### config.mk
export PLATFORM = sky130hd
export DESIGN_NAME = pes_piso_stream
export DESIGN_NICKNAME = d
export VERILOG_FILES = /design/src/rtl/pes_piso_stream.sv
export SDC_FILE = /design/constraint.sdc
export NUM_CORES = 1
export LEC_CHECK = 0
export CAP_MARGIN = 15
export CORE_AREA = 2 2 41 43
export DETAILED_ROUTE_END_ITERATION = 10
export DIE_AREA = 0 0 43 45
export GPL_TIMING_DRIVEN = 0
export PLACE_DENSITY = 0.78
export SYNTH_ARGS = -nofsm -noshare
export SYNTH_HDL_FRONTEND = slang
export SYNTH_SLANG_ARGS = --single-unit
### constraint.sdc
create_clock -name clk -period 2.1 [get_ports clk]
set_input_delay 0.21 -clock clk [delete_from_list [all_inputs] [get_ports clk]]
set_output_delay 0.21 -clock clk [all_outputs]
set_load 0.05 [all_outputs]
### src/rtl/pes_piso_stream.sv
// Parallel-in/serial-out streamer: valid/ready word intake, selectable bit order,
// CLK_DIV clocks per bit, gapless back-to-back frames. Optional parity bit via PISO_PARITY_EN.
module pes_piso_stream #(
   parameter int WIDTH      = 8,
   parameter int MSB_FIRST  = 1,
   parameter int CLK_DIV    = 1,
   parameter int PARITY_ODD = 0
) (
   input  logic             clk,
   input  logic             rst,
   input  logic [WIDTH-1:0] data_in,
   input  logic             in_valid,
   output logic             in_ready,
   output logic             ser_out,
   output logic             ser_valid,
   output logic             ser_first,
   output logic             ser_last,
   output logic             busy
);

`ifdef PISO_PARITY_EN
   localparam int FLEN = WIDTH + 1;
`else
   localparam int FLEN = WIDTH;
`endif
   localparam int CNT_W = $clog2(FLEN + 1);
   localparam int DIV_W = $clog2(CLK_DIV + 1);

   if (WIDTH < 2 || CLK_DIV < 1 || PARITY_ODD < 0 || PARITY_ODD > 1) begin : g_bad_params
      $error("pes_piso_stream: illegal parameter value");
   end

   typedef enum logic {
      IDLE,
      SHIFT
   } state_t;

   state_t           state;
   state_t           state_next;
   logic [WIDTH-1:0] ordered;
   logic [FLEN-1:0]  load_frame;
   logic [FLEN-1:0]  frame_reg;
   logic [CNT_W-1:0] bit_cnt;
   logic [DIV_W-1:0] div_cnt;
   logic             div_term;
   logic             last_bit;
   logic             accept;

   // The frame is always sent from the top of frame_reg, so bit order is fixed at load time.
   always_comb begin
      ordered = data_in;
      if (MSB_FIRST == 0) begin
         for (int i = 0; i < WIDTH; i++) begin
            ordered[i] = data_in[WIDTH-1-i];
         end
      end
   end

`ifdef PISO_PARITY_EN
   logic parity_bit;
   assign parity_bit = (^data_in) ^ (PARITY_ODD != 0);
   assign load_frame = {ordered, parity_bit};
`else
   assign load_frame = ordered;
`endif

   assign div_term = (div_cnt == DIV_W'(CLK_DIV - 1));
   assign last_bit = (bit_cnt == CNT_W'(FLEN - 1));
   assign accept   = in_valid && in_ready;
   assign ser_out  = frame_reg[FLEN-1];

   always_ff @(posedge clk) begin
      if (rst) begin
         state <= IDLE;
      end else begin
         state <= state_next;
      end
   end

   // A new word is only taken in IDLE or in the very last clock of the final bit.
   always_comb begin
      state_next = state;
      in_ready   = 1'b0;
      ser_valid  = 1'b0;
      ser_first  = 1'b0;
      ser_last   = 1'b0;
      busy       = 1'b0;
      case (state)
         IDLE: begin
            in_ready = 1'b1;
            if (in_valid) begin
               state_next = SHIFT;
            end
         end
         SHIFT: begin
            ser_valid = 1'b1;
            busy      = 1'b1;
            ser_first = (bit_cnt == '0);
            ser_last  = last_bit;
            in_ready  = last_bit && div_term;
            if (last_bit && div_term && !in_valid) begin
               state_next = IDLE;
            end
         end
         default: state_next = IDLE;
      endcase
   end

   // frame_reg is zeroed when a frame ends so ser_out idles low.
   always_ff @(posedge clk) begin
      if (rst) begin
         frame_reg <= '0;
         bit_cnt   <= '0;
         div_cnt   <= '0;
      end else if (accept) begin
         frame_reg <= load_frame;
         bit_cnt   <= '0;
         div_cnt   <= '0;
      end else if (state == SHIFT) begin
         if (div_term) begin
            div_cnt <= '0;
            if (last_bit) begin
               frame_reg <= '0;
               bit_cnt   <= '0;
            end else begin
               frame_reg <= {frame_reg[FLEN-2:0], 1'b0};
               bit_cnt   <= bit_cnt + CNT_W'(1);
            end
         end else begin
            div_cnt <= div_cnt + DIV_W'(1);
         end
      end
   end

endmodule

==> run_results.csv <==
group,metric,value,unit
run_status,outcome,"completed",
worst_setup_path,slowest_delay,0.42,ns
worst_setup_path,start_kind,"flip-flop",
logic_synthesis,synth_seq_cells,13,
logic_synthesis,avgSynthCellArea,8.493,µm²
clock_network,post-cts-setup-buffers,0,
detailed_routing,drt_pass1_iterations,4,
clock_network,clock_path_buffers,2,
grt,met1_usage,23.63,%
grt,antenna_found_initial,0,
logic_synthesis,synth_top_flop_cell,"dfxtp_1",
layout,drive_above_1_share,17.31,%
logic_synthesis,synthesis.area,721.9,µm²
detailed_routing,ant_nets,0,
floorplan,coreArea,1471,µm²
layout,largest_register_ffs,8,
timing,worst_slack,0.1386,ns
timing,layout_min_cycle_time,1.961,ns
clock_network,htree_levels,1,
layout,fin_nets,118,
worst_setup_path,r2r_end,"frame_reg[5]",
worst_setup_path,cp_max_fo,10,
floorplan,io_pins,17,
worst_setup_path,critPathCaptureType,"output pin",
clock_network,root_buffer,"clkbuf_4",
layout,post-route-util,62.42,%
logic_synthesis,syn_nets,98,
layout,syn_to_final_growth,27.21,%
worst_setup_path,r2r_setup_slack,0.56,ns
layout,diodes,0,
logic_synthesis,synth_cell_types,30,
grt,grt.busiest_layer,"met2",
hold_path,hold_start,"in_valid",
layout,final_cells,120,
layout,layout_commonest_cell,"dfxtp_1",
worst_setup_path,critPathTopFamily,"buffers and inverters",
floorplan,dieArea,1935,µm²
logic_synthesis,async_flop_share,0,%
power_and_ir_drop,vdd_ir_drop_max,355.4,µV
grt,grt_pass1_vias,587,
grt,grt_usage,17.17,%
power_and_ir_drop,powerDensity,595.6,nW/µm²
detailed_routing,wl,1.479,mm
hold_path,hold_depth,3,
floorplan,dieWidth,43,µm
clock_network,cts_tree,"done",
timing,worst_slew_pin_slew,0.5108,ns
detailed_routing,via_count,669,
timing,period_share,93.40,%
layout,most-common-layout-cells,"dfxtp_1 (13), clkdlybuf4s50_1 (12), nand2_1 (10)",
logic_synthesis,ys_seq_area_share,36.05,%
hold_path,hp-class,"input port to flip-flop",
floorplan,fp-row-count,14,
worst_setup_path,worstSetupPathType,"flip-flop to output pin",
clock_network,clock-sinks,13,
clock_network,clk_pin_slew,0.08,ns
clock_network,cts_hold_buf,0,
grt,grt_pass1_wl,2.539,mm
timing,relSlewSlack,65.84,%
grt,grt_use_met3,2.400,%
floorplan,initial_core_util,49.06,%
place,placed_cells,116,
logic_synthesis,synth_edf_count,0,
flow_run,maxCapViolations,0,
timing,final-hold-violation-count,0,
grt,grtUsageMet2,27.27,%
worst_setup_path,slowest_stage,"dfxtp_1",
place,post-place-ws,-0.1111,ns
detailed_routing,drc,0,
hold_path,hold_end,"frame_reg[0]",
detailed_routing,avgRoutedWirePerCell,12.33,µm
timing,fin_worst_skew,0.001434,ns
worst_setup_path,reg2reg_from,"bit_cnt[0]",
place,gp_congestion,0.7575,
detailed_routing,vias_per_cell,5.575,
worst_setup_path,ff2ff_path_depth,4,
place,io_buffer_count,15,
worst_setup_path,cp_num_buf_inv,2,
place,place_hpwl,1.088,mm
timing,rsz0062_at_grt,"no",
timing,final-max-slew-violation-count,0,
worst_setup_path,path_cells,"ha_1 > nand3b_2 > buf_6 > nand2_1 > buf_2",
grt,gr-total-overflow,0,
clock_network,insertion_delay,0.27,ns
clock_network,numCtsBuffers,3,
grt,grt_start_max_net_pins,11,
worst_setup_path,cp_data_required_time,1.89,ns
power_and_ir_drop,cellLeakagePower,0.3800,nW
detailed_routing,drt_iter0_drc,13,
logic_synthesis,yosysWarnings,0,
timing,setup_viol,0,
logic_synthesis,synth_cells,85,
floorplan,die_h,45,µm
timing,max_freq,0.5098,GHz
worst_setup_path,critPathArrivalTime,1.75,ns
==> cells in the mapped netlist, drive strengths merged (2+ instances only) <==
library cell	instances	share of area (%)
a32oi	3	3.6
inv	2	1.0
nor2	7	3.6
dfxtp	13	36
o31a	4	4.9
nor3	5	3.5
a21oi	10	7.5
buf	7	5.9
ha	2	3.5
and3	4	3.5
a21o	4	4.2
nand2	10	5.2
==> layer usage <==
layer | part of all wire (%) | up-vias
met4 | 0.74 | 0
met3 | 4.7 | 2
li1 | - | 350
met2 | 45 | 17
met1 | 49 | 300
met5 | 0 | -
==> area by class of cell <==
cell class,count,area [µm²]
Clock buffer,4,26.28
Inverter,2,7.507
Timing Repair Buffer,15,135.1
Sequential cell,13,260.3
Buffer,8,46.29
Tap cell,16,20.02
Multi-Input combinational cell,62,422.9
Fill cell,138,553.0
==> report_power, final <==
part | switching (mW) | internal (mW)
logic | 0.0680 | 0.0555
clock network | 0.0798 | 0.0734
registers | 0.0100 | 0.260
total | 0.158 | 0.389
==> worst max path at each step <==
stage	to	slack (ns)	startpoint	depth (start not counted)
3_3_place_gp	in_ready	-0.1	bit_cnt[0]	5
3_5_place_dp	in_ready	-0.11	bit_cnt[0]	5
2_1_floorplan	ser_first	0.13	state	3
6_report	in_ready	0.14	bit_cnt[0]	5
5_1_grt	in_ready	0.03	bit_cnt[0]	5
4_1_cts	ser_last	0.003	state	4
==> tightest hold or removal path, delay by kind of cell <==
family	cells	cell delay (ns)
AND/OR/NAND/NOR	1	0.15
AO/OA/AOI/OAI	1	0.05
buffers and inverters	1	0.17
==> timing repair <==
action / CTS / global route
gates resized for setup: 8 / 5
setup endpoints to repair: 3 / 3
gates cloned: 0 / 0
==> cell families (layout without fill, tap and decap cells) <==
logic type | count (synthesis) | after routing | synth area share, %
AND/OR/NAND/NOR | 34 | 34 | 24.96
AO/OA/AOI/OAI | 24 | 24 | 25.48
flip-flops | 13 | 13 | 36.05
buffers and inverters | 10 | 29 | 7.452
adder cells (fa/ha/maj) | 2 | 2 | 3.466
XOR/XNOR | 1 | 1 | 1.213
multiplexers | 1 | 1 | 1.387
==> metrics by stage <==
| step | total power [mW] | area (µm²) | hold WS (ns) | setup TNS [ns] |
|---|---|---|---|---|
| finish | 0.5470 | 918.4 | 0.3434 | 0 |
| global route | 0.5747 | 918.4 | 0.3625 | 0 |
| CTS | 0.5558 | 935.9 | 0.3333 | 0 |
| detailed placement | 0.4026 | 907.1 | 0.5364 | -0.1508 |
| global placement | 0.4002 | 907.1 | 0.5141 | -0.1089 |
| floorplan | 0.3590 | 737.0 | 0.3681 | 0 |
Power figures use the tool's default switching activity.
